## src/rtl/mpc_operand_seq.sv

```systemverilog
// Operand buffer and select sequencer for the MPC 4:1 operand mux: loads four words
// through a valid/ready port, then sweeps the mux select from a chosen start index.
module mpc_operand_seq #(
  parameter int DATA_WIDTH = 32,
  parameter int SEL_WIDTH  = 2   // only 2 is supported: bank0..bank3 map one-to-one onto the entries
) (
  input  logic                  ap_clk,
  input  logic                  ap_rst_n,
  input  logic                  ap_start,
  output logic                  ap_done,
  output logic                  ap_idle,
  output logic                  ap_ready,
  input  logic [SEL_WIDTH-1:0]  start_idx,
  input  logic [DATA_WIDTH-1:0] wr_data,
  input  logic                  wr_vld,
  output logic                  wr_rdy,
  output logic [DATA_WIDTH-1:0] bank0,
  output logic [DATA_WIDTH-1:0] bank1,
  output logic [DATA_WIDTH-1:0] bank2,
  output logic [DATA_WIDTH-1:0] bank3,
  output logic [SEL_WIDTH-1:0]  sel,
  output logic                  sel_vld,
  input  logic                  sel_rdy
);

  localparam int DEPTH = 1 << SEL_WIDTH;

  typedef enum logic [1:0] {
    S_IDLE,
    S_LOAD,
    S_SWEEP,
    S_DONE
  } state_t;

  state_t                state_q, state_d;
  logic [SEL_WIDTH-1:0]  wcnt_q, wcnt_d;
  logic [SEL_WIDTH-1:0]  scnt_q, scnt_d;
  logic [SEL_WIDTH-1:0]  idx_q, idx_d;
  logic [SEL_WIDTH-1:0]  sel_q, sel_d;
  logic [DATA_WIDTH-1:0] bank_q [DEPTH];
  logic [DATA_WIDTH-1:0] bank_d [DEPTH];

  logic wr_fire;
  logic sel_fire;

  assign wr_fire  = (state_q == S_LOAD) && wr_vld;
  assign sel_fire = (state_q == S_SWEEP) && sel_rdy;

  always_comb begin
    // NOTE: every _d gets its hold value first so no path through the case leaves it
    // unassigned; that is what keeps this block from inferring latches.
    state_d = state_q;
    wcnt_d  = wcnt_q;
    scnt_d  = scnt_q;
    idx_d   = idx_q;
    sel_d   = sel_q;
    bank_d  = bank_q;

    unique case (state_q)
      S_IDLE: begin
        if (ap_start) begin
          idx_d   = start_idx;
          wcnt_d  = '0;
          state_d = S_LOAD;
        end
      end
      S_LOAD: begin
        if (wr_fire) begin
          bank_d[wcnt_q] = wr_data;
          wcnt_d         = wcnt_q + SEL_WIDTH'(1);
          if (wcnt_q == '1) begin
            scnt_d  = '0;
            sel_d   = idx_q;
            state_d = S_SWEEP;
          end
        end
      end
      S_SWEEP: begin
        // On the last accept sel is left alone so it keeps the final select through DONE.
        if (sel_fire) begin
          if (scnt_q == '1) begin
            state_d = S_DONE;
          end else begin
            scnt_d = scnt_q + SEL_WIDTH'(1);
            sel_d  = sel_q + SEL_WIDTH'(1);
          end
        end
      end
      S_DONE: begin
        state_d = S_IDLE;
      end
      default: begin
        state_d = S_IDLE;
      end
    endcase
  end

  always_ff @(posedge ap_clk or negedge ap_rst_n) begin
    if (!ap_rst_n) begin
      state_q <= S_IDLE;
      wcnt_q  <= '0;
      scnt_q  <= '0;
      idx_q   <= '0;
      sel_q   <= '0;
      // NOTE: the word store is reset too, so an aborted load leaves no stale words visible
      // on bank0..bank3; it is only four registers, not a RAM macro.
      for (int i = 0; i < DEPTH; i++) begin
        bank_q[i] <= '0;
      end
    end else begin
      // NOTE: non-blocking assignments here so every flop samples the pre-edge _d values.
      state_q <= state_d;
      wcnt_q  <= wcnt_d;
      scnt_q  <= scnt_d;
      idx_q   <= idx_d;
      sel_q   <= sel_d;
      bank_q  <= bank_d;
    end
  end

  // Handshake flags decode the state directly; ap_ready fires in the cycle of the 4th accept.
  assign ap_idle  = (state_q == S_IDLE);
  assign ap_done  = (state_q == S_DONE);
  assign wr_rdy   = (state_q == S_LOAD);
  assign sel_vld  = (state_q == S_SWEEP);
  assign ap_ready = wr_fire && (wcnt_q == '1);

  assign sel   = sel_q;
  assign bank0 = bank_q[0];
  assign bank1 = bank_q[1];
  assign bank2 = bank_q[2];
  assign bank3 = bank_q[3];

endmodule

```

## config.mk

```make
export PLATFORM = sky130hd
export DESIGN_NAME = mpc_operand_seq
export DESIGN_NICKNAME = d
export VERILOG_FILES = /design/src/rtl/mpc_operand_seq.sv
export SDC_FILE = /design/constraint.sdc
export NUM_CORES = 1
export LEC_CHECK = 0
export ABC_CLOCK_PERIOD_IN_PS = 2500
export CORE_MARGIN = 10
export CORE_UTILIZATION = 45
export DETAILED_ROUTE_END_ITERATION = 16
export HOLD_SLACK_MARGIN = 0.12
export PLACE_DENSITY = 0.8
export SLEW_MARGIN = 20
export SYNTH_ARGS = -nofsm -noshare
export SYNTH_HDL_FRONTEND = slang
export SYNTH_SLANG_ARGS = --single-unit
export TNS_END_PERCENT = 30
```

## constraint.sdc

```tcl
create_clock -name ap_clk -period 2.5 [get_ports ap_clk]
set_clock_uncertainty 0.05 [all_clocks]
set_input_delay 0.5 -clock ap_clk [delete_from_list [all_inputs] [get_ports ap_clk]]
set_output_delay 0.5 -clock ap_clk [all_outputs]
set_load 0.05 [all_outputs]
```

==> out/qor.csv <==
stage,metric,value,unit
yosys,synth-compound-area-share,0.0198,
global_routing,grt_pass1_wl,22300,µm
critical_path,required,1.95,ns
yosys,yosys.area_share.xor_xnor,0,
timing,hold_viol_final,0,
critical_path,rr_worst_depth,5,
min_path,hold_path_class,reg2reg,
min_path,min_from,bank2[16],
yosys,synth_warnings,0,
yosys,syn_nets,385,
critical_path,path_class,reg2out,
timing,setup_ws,0.105,ns
yosys,muxShareOfSynthArea,0.280,
floorplan,fp-row-count,40,
placement,portBuffers,173,
timing,final_max_slew_viol_count,0,
global_routing,overflow,0,
clock_network,cts_made_buffers,17,
min_path,hold_path_end,bank2[16],
routing,vias,3491,
floorplan,core-area,11900,µm²
clock_network,clock-sinks,138,
clock_network,clk_path_buf_depth,2,
min_path,hold_depth,1,
timing,worst_slew_pin_slew,0.617,ns
critical_path,crit_arrival,1.85,ns
clock_network,clk_pin_slew,0.06,ns
job,maxCapViolCount,0,
layout,areaGrowthSynthToFinish,47.9,%
routing,ant_nets,0,
floorplan,dieWidth,130,µm
yosys,yosys.area_share.simple,0.0234,
critical_path,r2r-start,state_q[1],
routing,drtPass1Iterations,4,
routing,viasPerCell,5.10,
floorplan,dieArea,16900,µm²
yosys,yosys.area_share.adder,0.0230,
yosys,ys_types,28,
global_routing,grt.total_usage,0.173,
routing,drc,0,
timing,min_period_over_period,0.958,
clock_network,tritoncts,yes,
floorplan,start_util,0.457,
placement,gp_congestion,0.729,
clock_network,clkLatencyLatePin,0.41,ns
timing,fin_crit,2.40,ns
critical_path,timing.rr.end,sel[1],
routing,drt-initial-drc-count,193,
layout,drive_gt1_frac,0.327,
yosys,synth-seq-cells,138,
global_routing,grt_max_degree,68,
placement,place_hpwl,10100,µm
timing,max-slew-margin-rel,0.589,
critical_path,r2r_slack,0.50,ns
layout,fillers,851,
global_routing,antenna_found_initial,0,
critical_path,end_kind,primary output,
clock_network,htreeDepth,4,
critical_path,crit_start,state_q[1],
timing,setup_tns,0,ns
layout,finalNetCount,575,
critical_path,crit_path_max_fanout,5,
timing,rsz0062_at_grt,no,
clock_network,clockRootBuffer,clkbuf_16,
timing,fmax,418,MHz
yosys,synth_top_family_by_area,multiplexers,
timing,final-setup-viol-count,0,
yosys,syn-instance-count,336,
placement,place_worst_setup_slack,0.215,ns
floorplan,die_h,130,µm
routing,totalWireLength,14100,µm
global_routing,grt_pass1_vias,3944,
run_status,outcome,"complete, no violations",
critical_path,critPathLaunchType,flip-flop,
floorplan,pin_count,174,
routing,routedWlPerCell,20.6,µm
yosys,synth_area_per_cell,16.2,µm²
yosys,syn_area,5450,µm²
layout,antenna_cells,0,
yosys,ys_seq_area_frac,0.634,
## area by class of cell
cell class,count,area (µm²),share of cell area
multi-input cells,176,1910,0.237
repair buffers,185,1840,0.229
clock buffers,21,470,0.0584
well taps,147,184,0.0228
flip-flops and latches,138,3450,0.429
clock inverters,10,166,0.0207
inverters,8,30.0,0.00373
## Yosys cell counts
master | n | area, µm²
o22ai_1 | 1 | 6.26
nor2_1 | 1 | 3.75
mux2i_1 | 4 | 40.0
a2111o_1 | 1 | 11.3
o21ai_0 | 1 | 5.00
nor2b_1 | 3 | 18.8
a21boi_2 | 1 | 11.3
a211oi_2 | 1 | 12.5
and3b_2 | 1 | 10.0
dfrtp_1 | 138 | 3450
ha_1 | 10 | 125
nand2b_1 | 2 | 12.5
inv_1 | 8 | 30.0
mux2_1 | 13 | 146
nand4bb_1 | 1 | 11.3
nor3_1 | 2 | 10.0
buf_2 | 13 | 65.1
a211o_1 | 1 | 8.76
o21bai_1 | 1 | 7.51
nand3_1 | 4 | 20.0
a22o_1 | 2 | 17.5
buf_6 | 1 | 11.3
nand2b_4 | 1 | 13.8
nand2b_2 | 1 | 8.76
mux2_2 | 119 | 1340
nand3b_1 | 1 | 7.51
a2111oi_4 | 1 | 27.5
nand2_1 | 3 | 11.3
## worst max-delay path, stage by stage (launching register included)
cell	delay, ns
dfrtp_1	0.42
ha_1	0.20
clkdlybuf4s50_1	0.82
## metal layers
layer / wire length [µm] / track usage / up-vias
li1: - / - / 1582
met1: 5400 / 0.185 / 1777
met2: 7190 / 0.295 / 119
met3: 1340 / 0.0799 / 13
met4: 177 / 0.0595 / 0
met5: 0 / 0 / -
## metrics by stage
| step | util | std cells | hold slack, ns | instance area (µm²) |
|---|---|---|---|---|
| after floorplan | - | 336 | 0.154 | 5450 |
| final | 0.676 | 685 | 0.445 | 8050 |
| after global placement | 0.622 | 653 | 0.428 | 7400 |
| after CTS | 0.676 | 685 | 0.448 | 8050 |
| after global routing | 0.676 | 685 | 0.466 | 8050 |
| after detailed placement | 0.622 | 653 | 0.432 | 7400 |
## what timing repair did
item	CTS	global route
hold buffers	1	0
resized for setup	1	0
endpoints found under the hold margin	64	0
setup endpoints to repair	1	0
buffers inserted	0	0
## flip-flops by register name, summed over array words and instances, names as in the netlist
| name | count |
|---|---|
| bank0 | 32 |
| bank1 | 32 |
| bank2 | 32 |
| bank3 | 32 |
| idx_q | 2 |
| scnt_q | 2 |
| sel | 2 |
| state_q | 2 |
| wcnt_q | 2 |
## worst max-delay path by stage
stage / to / slack, ns
after floorplan: ap_ready / 0.08
after global routing: ap_done / 0.04
after CTS: ap_done / 0.09
final: ap_done / 0.10
after detailed placement: state_q[1] / 0.22
after global placement: state_q[1] / 0.26
## placed cells by master, fill, tap and decap left out, types with 4 or more instances in the layout
master and instances:
buf_4 13, bufinv_16 4, clkbuf_16 17, clkdlybuf4s50_1 168
dfrtp_1 138, ha_1 9, inv_1 8, mux2_1 13
mux2_2 119, mux2i_1 4, nand3_2 4
## logic make-up after synthesis
| group | after synthesis |
|---|---|
| DFF | 138 |
| adders and majority gates | 10 |
| muxes | 136 |
| and+or+nand+nor | 20 |
| buffers and inverters | 22 |
| AOI/OAI and AO/OA | 10 |
Power is left out: the tool's default activity adds up to more than one toggle a clock period on the data nets, which glitch-free logic cannot reach.
